## config.mk

```make
export PLATFORM = sky130hd
export DESIGN_NAME = mem_port_arbiter
export DESIGN_NICKNAME = d
export VERILOG_FILES = /design/src/rtl/mem_port_arbiter.sv
export SDC_FILE = /design/constraint.sdc
export NUM_CORES = 1
export LEC_CHECK = 0
export CAP_MARGIN = 30
export CORE_ASPECT_RATIO = 1.25
export CORE_UTILIZATION = 46
export CTS_CLUSTER_DIAMETER = 120
export CTS_CLUSTER_SIZE = 16
export DETAILED_ROUTE_END_ITERATION = 7
export PLACE_DENSITY = 0.85
export SYNTH_ARGS = -nofsm -noshare
export SYNTH_HDL_FRONTEND = slang
export SYNTH_SLANG_ARGS = --single-unit
```

## constraint.sdc

```tcl
create_clock -name clock -period 7.3 [get_ports clock]
set_input_delay 1.46 -clock clock [delete_from_list [all_inputs] [get_ports clock]]
set_output_delay 1.46 -clock clock [all_outputs]
set_load 0.03 [all_outputs]
```

## src/rtl/mem_port_arbiter.sv

```systemverilog
// Shares one word-addressed memory between instruction fetch and data access.
// Data has priority; fetch is protected by a streak limit, accesses by a timeout.
module mem_port_arbiter #(
  parameter int AW           = 32,
  parameter int DW           = 32,
  parameter int STARVE_LIMIT = 4,
  parameter int TIMEOUT      = 255
) (
  input  logic          clock,
  input  logic          reset,
  input  logic          instr_req,
  input  logic [AW-1:0] instr_addr,
  output logic          instr_ack,
  output logic          instr_err,
  output logic [DW-1:0] instr_rdata,
  input  logic          data_req,
  input  logic          data_we,
  input  logic [AW-1:0] data_addr,
  input  logic [DW-1:0] data_wdata,
  output logic          data_ack,
  output logic          data_err,
  output logic [DW-1:0] data_rdata,
  output logic          mem_req,
  output logic          mem_we,
  output logic [AW-1:0] mem_addr,
  output logic [DW-1:0] mem_wdata,
  input  logic [DW-1:0] mem_rdata,
  input  logic          mem_ready,
  output logic          busy,
  output logic          grant_data
);

  localparam logic [1:0] S_IDLE   = 2'd0;
  localparam logic [1:0] S_ACCESS = 2'd1;
  localparam logic [1:0] S_RESP   = 2'd2;

  logic [1:0] state;
  logic [3:0] streak;
  logic [7:0] tcnt;
  logic       pick_instr;
  logic       tout;

  // Fetch only beats a pending data request once the streak hits the limit
  assign pick_instr = instr_req &&
                      (!data_req || streak == 4'(STARVE_LIMIT));
  assign tout = tcnt == 8'(TIMEOUT - 1);
  assign busy = state != S_IDLE;

  always_ff @(posedge clock or posedge reset) begin
    if (reset) begin
      state       <= S_IDLE;
      streak      <= '0;
      tcnt        <= '0;
      mem_req     <= 1'b0;
      mem_we      <= 1'b0;
      mem_addr    <= '0;
      mem_wdata   <= '0;
      instr_ack   <= 1'b0;
      instr_err   <= 1'b0;
      instr_rdata <= '0;
      data_ack    <= 1'b0;
      data_err    <= 1'b0;
      data_rdata  <= '0;
      grant_data  <= 1'b0;
    end else begin
      instr_ack <= 1'b0;
      instr_err <= 1'b0;
      data_ack  <= 1'b0;
      data_err  <= 1'b0;
      unique case (state)
        S_IDLE: begin
          if (!instr_req) streak <= '0;
          if (instr_req || data_req) begin
            state   <= S_ACCESS;
            mem_req <= 1'b1;
            tcnt    <= '0;
            if (pick_instr) begin
              grant_data <= 1'b0;
              mem_we     <= 1'b0;
              mem_addr   <= instr_addr;
              mem_wdata  <= '0;
              streak     <= '0;
            end else begin
              grant_data <= 1'b1;
              mem_we     <= data_we;
              mem_addr   <= data_addr;
              mem_wdata  <= data_wdata;
              if (instr_req && streak != 4'hF)
                streak <= streak + 4'd1;
            end
          end
        end
        S_ACCESS: begin
          if (mem_ready) begin
            mem_req <= 1'b0;
            state   <= S_RESP;
            if (grant_data) begin
              data_ack <= 1'b1;
              if (!mem_we) data_rdata <= mem_rdata;
            end else begin
              instr_ack <= 1'b1;
              if (!mem_we) instr_rdata <= mem_rdata;
            end
          end else if (tout) begin
            mem_req <= 1'b0;
            state   <= S_RESP;
            if (grant_data) begin
              data_ack <= 1'b1;
              data_err <= 1'b1;
            end else begin
              instr_ack <= 1'b1;
              instr_err <= 1'b1;
            end
          end else begin
            tcnt <= tcnt + 8'd1;
          end
        end
        S_RESP: state <= S_IDLE;
        default: state <= S_IDLE;
      endcase
    end
  end

endmodule

```

Word-level counts from Yosys, hierarchy flattened
Index checks and enable logic that the tools add are counted.
{ "word_totals": {"register_bits": 149, "out_inout_bits": 136, "wordCells": 72} }
{ "classes": {"add_sub_neg": 2, "eq_ne": 8, "muxes": 32, "n_bitwise": 2, "reduce_logical": 14} }
{ "ops": {"columns": ["cell", "n"], "rows": [
  ["32-bit two-way mux", 2],
  ["8-bit two-way mux", 3],
  ["1-bit two-way mux", 17],
  ["4-bit two-way mux", 4],
  ["8-bit case mux with 2 select lines", 1],
  ["4-bit AND reduction", 3],
  ["8-bit by 1-bit adder with 8-bit output (second input constant)", 1],
  ["8-bit equality test (second input constant)", 1],
  ["2-bit two-way mux", 3],
  ["2-bit inequality test (second input constant)", 3],
  ["4-bit by 1-bit adder with 4-bit output (second input constant)", 1],
  ["4-bit by 3-bit equality test with 1-bit output (second input constant)", 1],
  ["4-bit inequality test (second input constant)", 1],
  ["2-bit case mux with 2 select lines", 1],
  ["2-bit AND reduction", 2],
  ["2-bit nonzero test", 2],
  ["3-bit inequality test (second input constant)", 1],
  ["3-bit AND reduction", 1],
  ["2-bit by 1-bit equality test with 1-bit output (second input constant)", 1],
  ["1-bit logical AND", 2],
  ["2-bit logical NOT", 1],
  ["1-bit logical OR", 2],
  ["1-bit NOT", 2],
  ["1-bit case mux with 2 select lines", 1],
  ["1-bit logical NOT", 1]
]} }

Logic depth before layout (Yosys ltp)
Gate-level depths: netlist of the first run.
{ "depth": {"word_depth": 5, "depth_mapped": 7, "ltp_nobuf": 5} }

Worst setup path after synthesis of the first run
OpenSTA, ideal clock, no wires.
{ "synth_timing": {"path_kind": "input to register", "start": "input data_req", "end": "register mem_wdata[10]", "arrival_time_ps": 2392, "required_ps": 7168, "slack_ps": 4777, "cell_stages": 6, "path_cell_list": "buf_2 or2_2 buf_2 clkbuf_1 nand3_1 o2bb2ai_1"} }
{ "synth_via": {"elab_chain_len": 4, "word_cells_on_any_way": 6, "classes_between": "mux: 1; reduce/logical: 5"} }
{ "synth_lines": {"columns": ["element", "line_no", "text"], "rows": [
  ["start, declared", "16", "input logic data_req,"],
  ["1-bit logical NOT", "45", "(!data_req || streak == 4'(STARVE_LIMIT));"],
  ["1-bit logical OR", "45", null],
  ["1-bit logical AND", "44", "assign pick_instr = instr_req &&"],
  ["32-bit two-way mux", "77", "if (pick_instr) begin"],
  ["end signal, assigned", "87", "mem_wdata <= data_wdata;"],
  ["end, declared", "26", "output logic [DW-1:0] mem_wdata,"]
]} }
Parallel ways exist; a longest one is shown, timed or not.
A chain may end at the register's enable or synchronous reset.

Final worst setup path of the first run
{ "layout_timing": {"start": "input instr_req", "end": "register mem_wdata[20]"} }
{ "layout_via": {"elab_chain_len": 2, "word_cells_on_any_way": 4, "classes_between": "mux: 1; reduce/logical: 3"} }
{ "layout_lines": {"columns": ["element", "line_no", "text"], "rows": [
  ["start, declared", "11", "input logic instr_req,"],
  ["1-bit logical AND / 1-bit logical OR (equally long branches)", "44, 73", null],
  ["32-bit two-way mux / 2-bit AND reduction (equally long branches)", null, null]
]} }
Parallel ways exist; a longest one is shown, timed or not.

==> impl_metrics.csv, run 1 <==
group,metric,value,unit
outcome,outcome,"completed",
power,power-per-cell-area,474,nW/um2
cells_and_area,design_area,9990,um2
routing,firstDrtPassIters,5,
die,io_pins,270,
synth,async_flop_share,1.00,
routing,vias,5686,
synth,synth_xor_area_frac,0,
clocking,htreeDepth,4,
routing,ant_nets,0,
timing,tns,0,ns
timing,setup_viol,0,
timing,worst_pin_slew,1.04,ns
synth,synth-seq-cells,149,
die,initial_utilization,0.471,
power,power_switching,1.89,mW
die,core_area,13800,um2
critical_path,critPathSlowestCell,"nand2_1",
routing,drc_errors,0,
synth,synth_cell_types,43,
placement,gp_congestion,0.774,
synth,seq_area_frac_synth,0.573,
global_routing,grt_max_degree,105,
timing,final.period_utilization,0.515,
synth,synth.area.mux_share,0.126,
clocking,post-cts-setup-buffers,0,
global_routing,grt_pass1_wl,29600,um
clocking,cts_sinks,149,
clocking,clkSlewWorstSetupHoldPaths,0.06,ns
die,fp.dieArea,14600,um2
power,p_clk_frac,0.198,
critical_path,crit_required,7.59,ns
die,rows,48,
synth,yosys.area_share.adder,0.00769,
placement,dpl.hpwl,13300,um
critical_path,r2r_slack,4.51,ns
critical_path,end_kind,"flop",
critical_path,arrival,4.05,ns
timing,hold_viol,0,
synth,synth_top_family_by_area,"compound AO/OA/AOI/OAI gates",
critical_path,cp_max_fo,35,
cells_and_area,drive_gt1_frac,0.112,
clocking,cts_buffer_depth,2,
timing,fmax,266,MHz
clocking,worstSkewPairLatency,0.41,ns
synth,synth_compound_area_frac,0.133,
routing,wl,18900,um
global_routing,grt.total_usage,0.263,
synth,yosys.area_share.simple,0.118,
clocking,cts_tree,"built",
timing,rsz0062_at_grt,"false",
timing,skew,0.00662,ns
synth,synthCells,542,
global_routing,grt_pass1_vias,5861,
timing,max_slew_margin,0.305,
critical_path,path_buf_inv,2,
flow_run,maxCapViolCount,0,
synth,netlist_area,6510,um2
synth,synth_enable_flop_cells,0,
clocking,cts_buffers,17,
power,peakVddDrop,0.323,mV
power,p_leak,4.10,nW
synth,yosysWarnings,0,
critical_path,start_kind,"primary input",
clocking,cts_root_buffer,"clkbuf_16",
power,p_int,2.85,mW
die,die_w,108,um
global_routing,antenna_found_initial,0,
timing,slew_viol_final,0,
placement,io_buffers,269,
hold_path,hold_class,"flop to flop",
critical_path,cp_slowest_stage_delay,0.88,ns
die,die_h,135,um
routing,viasPerCell,5.83,
cells_and_area,diodes,0,
cells_and_area,nets,928,
timing,period_minus_slack,3.76,ns
power,swShare,0.398,
power,seqPwrFrac,0.303,
clocking,postCtsResizedCells,0,
global_routing,overflow,0,
critical_path,crit_type,"primary input to flop",
synth,synth_nets,680,
critical_path,crit_family,"simple AND/OR/NAND/NOR gates",
clocking,cts_hold_buf,0,
critical_path,path_cells,"clkdlybuf4s50_1 > nand4b_2 > nand2_1 > buf_8 > o2bb2ai_1",
synth,synth-main-ff-cell,"dfrtp_1",
routing,drtIter0Drc,326,
power,power_frac_comb,0.499,
routing,wl_per_cell,19.4,um
placement,placed_area,9330,um2
cells_and_area,synthToLayoutAreaGrowth,53.6,%
synth,synth.avg_cell_area,12.0,um2
==> per-stage QoR <==
step	hold slack (ns)	setup WS [ns]	std cells	utilization	power, mW
2_1_floorplan	0.468	1.83	542	-	2.77
3_3_place_gp	0.467	3.08	940	0.668	3.67
3_5_place_dp	0.474	3.11	945	0.675	3.79
4_1_cts	0.487	3.54	975	0.721	4.75
5_1_grt	0.501	3.45	976	0.723	4.95
6_report	0.486	3.54	976	0.723	4.73
==> layout make-up <==
cell class | count | area, um2
fillers | 958 | 3820
flip-flops and latches | 149 | 3730
repair buffers | 280 | 2860
multi-input cells | 333 | 2510
clock buffers | 22 | 464
well taps | 175 | 219
clock inverters | 8 | 171
inverters | 9 | 38.8
==> cell usage after synthesis, types with 3 or more instances <==
library cell	instances	area, um2
nor2_1	6	22.5
nand2_1	5	18.8
mux2i_1	6	60.1
nand4_1	33	206
mux2_1	20	225
mux2_2	34	383
o21ai_0	39	195
ha_1	4	50.1
buf_2	22	110
and3_1	3	18.8
buf_6	3	33.8
inv_1	9	33.8
clkbuf_1	24	90.1
and2_1	6	37.5
a21oi_1	5	25.0
o2bb2ai_1	33	289
o211ai_1	32	240
dfrtp_1	149	3730
mux2_4	10	150
nand3_1	70	350
==> cell families (layout without fill, tap and decap cells) <==
logic type / after synthesis / count (layout)
flip-flops: 149 / 149
AND/OR/NAND/NOR: 136 / 136
AO/OA/AOI/OAI: 123 / 123
multiplexers: 70 / 70
buffers and inverters: 60 / 319
adder cells (fa/ha/maj): 4 / 4
==> metal layers <==
layer | wire (um) | vias to the layer above | track usage | share of wire
met5 | 0 | - | 0 | 0
met4 | 566 | 0 | 0.119 | 0.030
met3 | 1460 | 48 | 0.0782 | 0.077
met2 | 9740 | 287 | 0.456 | 0.52
met1 | 7140 | 2817 | 0.297 | 0.38
li1 | - | 2534 | - | -
==> path summary, 6_finish.rpt <==
kind / from / to / cells past startpoint
worst max-delay path: instr_req / mem_wdata[20]$_DFFE_PP0P_ / 5
worst min-delay path: instr_rdata[1]$_DFFE_PP0P_ / instr_rdata[1]$_DFFE_PP0P_ / 1
worst max register to register: state[0]$_DFFE_PP0P_ / tcnt[1]$_DFFE_PP0P_ / 5
worst min register to register: instr_rdata[1]$_DFFE_PP0P_ / instr_rdata[1]$_DFFE_PP0P_ / 1
max in group asynchronous: reset / mem_addr[3]$_DFFE_PP0P_ / 4
min in group asynchronous: reset / mem_addr[6]$_DFFE_PP0P_ / 2
==> cells in the final DEF (no fill, tap or decap), drive strengths merged, types with 2 or more instances in the layout <==
cell,instances
a21oi,5
a311o,2
a41oi,2
and2,6
and3,3
buf,11
bufinv,5
clkbuf,22
clkdlybuf4s50,269
dfrtp,149
ha,4
inv,10
mux2,64
mux2i,6
nand2,5
nand2b,2
nand3,70
nand4,33
nand4b,2
nor2,6
nor3,2
o2111ai,2
o211ai,32
o21ai,40
o2bb2ai,33
==> sequential cells by signal (all words and copies together) (netlist names) <==
register,count
instr_ack,1
data_rdata,32
mem_addr,32
grant_data,1
data_err,1
mem_wdata,32
instr_err,1
mem_req,1
mem_we,1
instr_rdata,32
data_ack,1
state,2
tcnt,8
streak,4
==> worst reg2reg max path: cells and delay by family, from the launching register on <==
kind                   cells  cell delay (ns)
AOI/OAI and AO/OA          1             0.25
DFF                        1             0.44
and+or+nand+nor            2             0.90
buffers and inverters      2             1.10
==> power by group through the flow <==
stage | combinational (mW) | sequential, mW | clock, mW
floorplan | 0.683 | 2.09 | 0
global placement | 2.27 | 1.40 | 0
detailed placement | 2.36 | 1.43 | 0
CTS | 2.37 | 1.43 | 0.954
global route | 2.49 | 1.47 | 0.993
finish | 2.36 | 1.43 | 0.939
No activity file was read; power rests on OpenSTA's default activity.
==> run 2: changes to the inputs <==
--- a/config.mk
+++ b/config.mk
@@ -7,11 +7,11 @@
 export LEC_CHECK = 0
 export CAP_MARGIN = 30
 export CORE_ASPECT_RATIO = 1.25
-export CORE_UTILIZATION = 46
+export CORE_UTILIZATION = 43
 export CTS_CLUSTER_DIAMETER = 120
 export CTS_CLUSTER_SIZE = 16
 export DETAILED_ROUTE_END_ITERATION = 7
-export PLACE_DENSITY = 0.85
+export PLACE_DENSITY = 0.8
 export SYNTH_ARGS = -nofsm -noshare
 export SYNTH_HDL_FRONTEND = slang
 export SYNTH_SLANG_ARGS = --single-unit
==> constraint.sdc (replaced) <==
create_clock -name clock -period 3.66 [get_ports clock]
set_input_delay 0.732 -clock clock [delete_from_list [all_inputs] [get_ports clock]]
set_output_delay 0.732 -clock clock [all_outputs]
set_load 0.03 [all_outputs]
==> impl_metrics.csv, run 2 (synthesis gave the netlist of run 1 again) <==
group,metric,value,unit
outcome,outcome,"finished, violations left",
outcome,violations,"DRC",
die,rows,49,
cells_and_area,layout_commonest_cell,"clkdlybuf4s50_1",
timing,rsz0062_at_grt,"false",
power,peakVddDrop,0.431,mV
die,die_w,112,um
cells_and_area,synthToLayoutAreaGrowth,52.7,%
critical_path,crit_type,"flop to primary output",
power,report.power.total,9.32,mW
cells_and_area,diodes,0,
timing,setup_viol,0,
critical_path,start_kind,"flop",
critical_path,arrival,1.77,ns
clocking,cts_tree,"built",
critical_path,crit_family,"buffers and inverters",
global_routing,grt_max_degree,104,
cells_and_area,drive_gt1_frac,0.117,
flow_run,maxCapViolCount,0,
clocking,cts_sinks,149,
clocking,clkSlewWorstSetupHoldPaths,0.06,ns
global_routing,antenna_found_initial,0,
die,initial_utilization,0.446,
cells_and_area,nets,929,
clocking,cts_buffer_depth,2,
critical_path,crit_required,2.93,ns
global_routing,grt_pass1_wl,30500,um
clocking,htreeDepth,4,
routing,drc_errors,24,
routing,firstDrtPassIters,8,
timing,fmax,400,MHz
timing,skew,0.00707,ns
cells_and_area,final_cell_mix,"clkdlybuf4s50_1 (269), dfrtp_1 (149), nand3_1 (70)",
clocking,cts_buffers,17,
cells_and_area,design_area,9930,um2
critical_path,critPathSlowestCell,"clkdlybuf4s50_1",
timing,final.period_utilization,0.683,
critical_path,path_cells,"nor2_4 > inv_1 > clkdlybuf4s50_1",
power,p_leak,4.07,nW
global_routing,overflow,0,
clocking,cts_hold_buf,0,
global_routing,grt_pass1_vias,5918,
cells_and_area,nFillCells,1108,
hold_path,hold_class,"flop to flop",
routing,wl_per_cell,19.0,um
critical_path,end_kind,"primary output",
clocking,postCtsResizedCells,0,
die,core_area,14600,um2
timing,hold_ws,0.482,ns
routing,viasPerCell,5.74,
clocking,cts_root_buffer,"clkbuf_16",
critical_path,cp_max_fo,5,
critical_path,cp_slowest_stage_delay,0.61,ns
critical_path,path_buf_inv,2,
power,power-per-cell-area,939,nW/um2
global_routing,grt.total_usage,0.247,
routing,ant_nets,0,
placement,gp_congestion,0.777,
timing,hold_viol,0,
placement,placed_area,9310,um2
die,fp.dieArea,15600,um2
routing,drtIter0Drc,308,
clocking,post-cts-setup-buffers,0,
placement,dpl.hpwl,12900,um
timing,tns,0,ns
clocking,worstSkewPairLatency,0.42,ns
die,io_pins,270,
placement,io_buffers,269,
routing,vias,5638,
routing,wl,18700,um
die,die_h,140,um
timing,worst_pin_slew,0.999,ns
timing,slew_viol_final,0,
timing,period_minus_slack,2.50,ns
timing,max_slew_margin,0.334,
[run 2: power by group]
part	leakage (nW)	switching [mW]	total, mW	internal, mW
Clock	0.300	0.671	1.83	1.16
Sequential	1.85	0.440	2.83	2.39
Combinational	1.92	2.65	4.67	2.02
[run 2: per-stage QoR]
step	setup WS [ns]	cells	util
6_report	1.16	982	0.681
3_5_place_dp	0.832	950	0.638
5_1_grt	1.11	982	0.681
2_1_floorplan	1.05	542	-
4_1_cts	1.13	982	0.681
3_3_place_gp	0.871	950	0.638
[run 2: area by class of cell]
type / instances / area [um2] / area share
flip-flops and latches: 149 / 3730 / 0.375
repair buffers: 281 / 2810 / 0.283
multi-input cells: 333 / 2510 / 0.253
clock buffers: 20 / 447 / 0.0450
well taps: 178 / 223 / 0.0224
clock inverters: 12 / 176 / 0.0178
inverters: 9 / 37.5 / 0.00378
[run 2: final timing paths]
| check | start | to | depth (start not counted) | slack [ns] |
|---|---|---|---|---|
| max | state[0]$_DFFE_PP0P_ | busy | 3 | 1.16 |
| min | instr_rdata[7]$_DFFE_PP0P_ | instr_rdata[7]$_DFFE_PP0P_ | 1 | 0.48 |
| max in group asynchronous | reset | mem_addr[11]$_DFFE_PP0P_ | 3 | 2.16 |
| min reg2reg | instr_rdata[7]$_DFFE_PP0P_ | instr_rdata[7]$_DFFE_PP0P_ | 1 | 0.48 |
| min in group asynchronous | reset | data_rdata[3]$_DFFE_PP0P_ | 2 | 0.75 |
| max reg2reg | state[1]$_DFFE_PP0P_ | instr_rdata[16]$_DFFE_PP0P_ | 3 | 1.64 |
[run 2: layer usage]
layer / global-route usage / wire [um]
met5: 0 / 0
met4: 0.115 / 510
met3: 0.0549 / 1330
met2: 0.422 / 9640
met1: 0.297 / 7240
==> run 3: changes to the inputs <==
==> constraint.sdc (replaced) <==
create_clock -name clock -period 2.45 [get_ports clock]
set_input_delay 0.49 -clock clock [delete_from_list [all_inputs] [get_ports clock]]
set_output_delay 0.49 -clock clock [all_outputs]
set_load 0.03 [all_outputs]
==> impl_metrics.csv, run 3 (synthesis gave the netlist of run 1 again) <==
group,metric,value,unit
clocking,cts_buffers,17,
power,power-per-cell-area,1380,nW/um2
critical_path,start_kind,"flop",
placement,io_buffers,269,
clocking,post-cts-setup-buffers,0,
timing,worst_pin_slew,0.694,ns
power,peakVddDrop,0.723,mV
clocking,cts_root_buffer,"clkbuf_16",
die,die_h,140,um
placement,dp_cells,953,
global_routing,overflow,0,
cells_and_area,nets,932,
outcome,outcome,"finished, violations left",
cells_and_area,multiInputGateArea,2510,um2
cells_and_area,seqCellArea,3730,um2
die,fp.dieArea,15600,um2
critical_path,end_kind,"primary output",
clocking,htreeDepth,4,
timing,slew_viol_final,0,
routing,wl,18400,um
global_routing,grt_max_degree,105,
global_routing,antenna_found_initial,0,
critical_path,cp_max_fo,5,
routing,firstDrtPassIters,8,
clocking,cts_buffer_depth,2,
cells_and_area,layout_commonest_cell,"clkdlybuf4s50_1",
die,core_area,14600,um2
clocking,postCtsResizedCells,0,
clocking,worstSkewPairLatency,0.41,ns
routing,drtIter0Drc,315,
placement,dpl.hpwl,12700,um
hold_path,hold_class,"flop to flop",
die,io_pins,270,
timing,setup_viol,0,
power,report.power.total,13.7,mW
cells_and_area,final_cell_mix,"clkdlybuf4s50_1 (269), dfrtp_1 (149), nand3_1 (70)",
cells_and_area,nFillCells,1084,
placement,gp_congestion,0.749,
outcome,violations,"DRC",
timing,period_minus_slack,2.24,ns
critical_path,crit_type,"flop to primary output",
routing,drc_errors,24,
timing,skew,0.0160,ns
timing,max_slew_margin,0.537,
timing,hold_viol,0,
critical_path,crit_required,1.96,ns
routing,ant_nets,0,
clocking,cts_tree,"built",
routing,wl_per_cell,18.7,um
global_routing,grt_pass1_vias,5882,
timing,final.period_utilization,0.913,
global_routing,grt_pass1_wl,29900,um
routing,viasPerCell,5.64,
power,p_leak,4.08,nW
cells_and_area,synthToLayoutAreaGrowth,53.2,%
clocking,cts_hold_buf,0,
timing,rsz0062_at_grt,"false",
die,rows,49,
routing,vias,5558,
die,initial_utilization,0.446,
timing,fmax,447,MHz
flow_run,maxCapViolCount,0,
cells_and_area,drive_gt1_frac,0.123,
die,die_w,112,um
cells_and_area,final_cells,985,
clocking,cts_sinks,149,
cells_and_area,diodes,0,
clocking,clkSlewWorstSetupHoldPaths,0.07,ns
critical_path,arrival,1.75,ns
global_routing,grt.total_usage,0.241,
## run 3: per-layer routing
layer	routed length [um]	vias up	GRT usage
met5	0	-	0
met4	349	0	0.0954
met3	1320	25	0.0557
met2	9460	250	0.416
met1	7280	2737	0.291
li1	-	2546	-
## run 3: metrics by stage
step / hold WS [ns] / TNS, ns / area [um2] / worst slack [ns] / utilization
finish: 0.486 / 0 / 9970 / 0.213 / 0.683
CTS: 0.492 / 0 / 9970 / 0.205 / 0.683
floorplan: 0.468 / 0 / 6510 / 0.0850 / -
global placement: 0.467 / -0.0780 / 9390 / -0.0549 / 0.643
global route: 0.503 / 0 / 9970 / 0.174 / 0.683
detailed placement: 0.473 / 0 / 9400 / 0.119 / 0.644
## run 3: final cells by class
cell class	count	share of cell area
Clock buffer	19	0.0454
Clock inverter	13	0.0112
Inverter	9	0.00377
Multi-Input combinational cell	333	0.252
Sequential cell	149	0.374
Tap cell	178	0.0223
Timing Repair Buffer	284	0.291
## run 3: critical path: stages, from the launching register on
cell	delay, ns
dfrtp_1	0.45
nor2_4	0.08
inv_1	0.12
clkdlybuf4s50_1	0.69
## run 3: path summary, 6_finish.rpt
path | to | slack (ns) | cells after the start | from
max | busy | 0.21 | 3 | state[1]$_DFFE_PP0P_
min | mem_wdata[17]$_DFFE_PP0P_ | 0.49 | 1 | mem_wdata[17]$_DFFE_PP0P_
max reg2reg | tcnt[1]$_DFFE_PP0P_ | 0.62 | 5 | state[1]$_DFFE_PP0P_
min reg2reg | mem_wdata[17]$_DFFE_PP0P_ | 0.49 | 1 | mem_wdata[17]$_DFFE_PP0P_
max in group asynchronous | mem_addr[7]$_DFFE_PP0P_ | 1.45 | 3 | reset
min in group asynchronous | mem_wdata[4]$_DFFE_PP0P_ | 0.56 | 3 | reset
## run 3: power breakdown
group          internal, mW  leakage (nW)  switching, mW
clock network          1.38         0.271           1.08
logic                  3.08          1.96           3.98
registers              3.56          1.85          0.640
total                  8.02          4.08           5.70
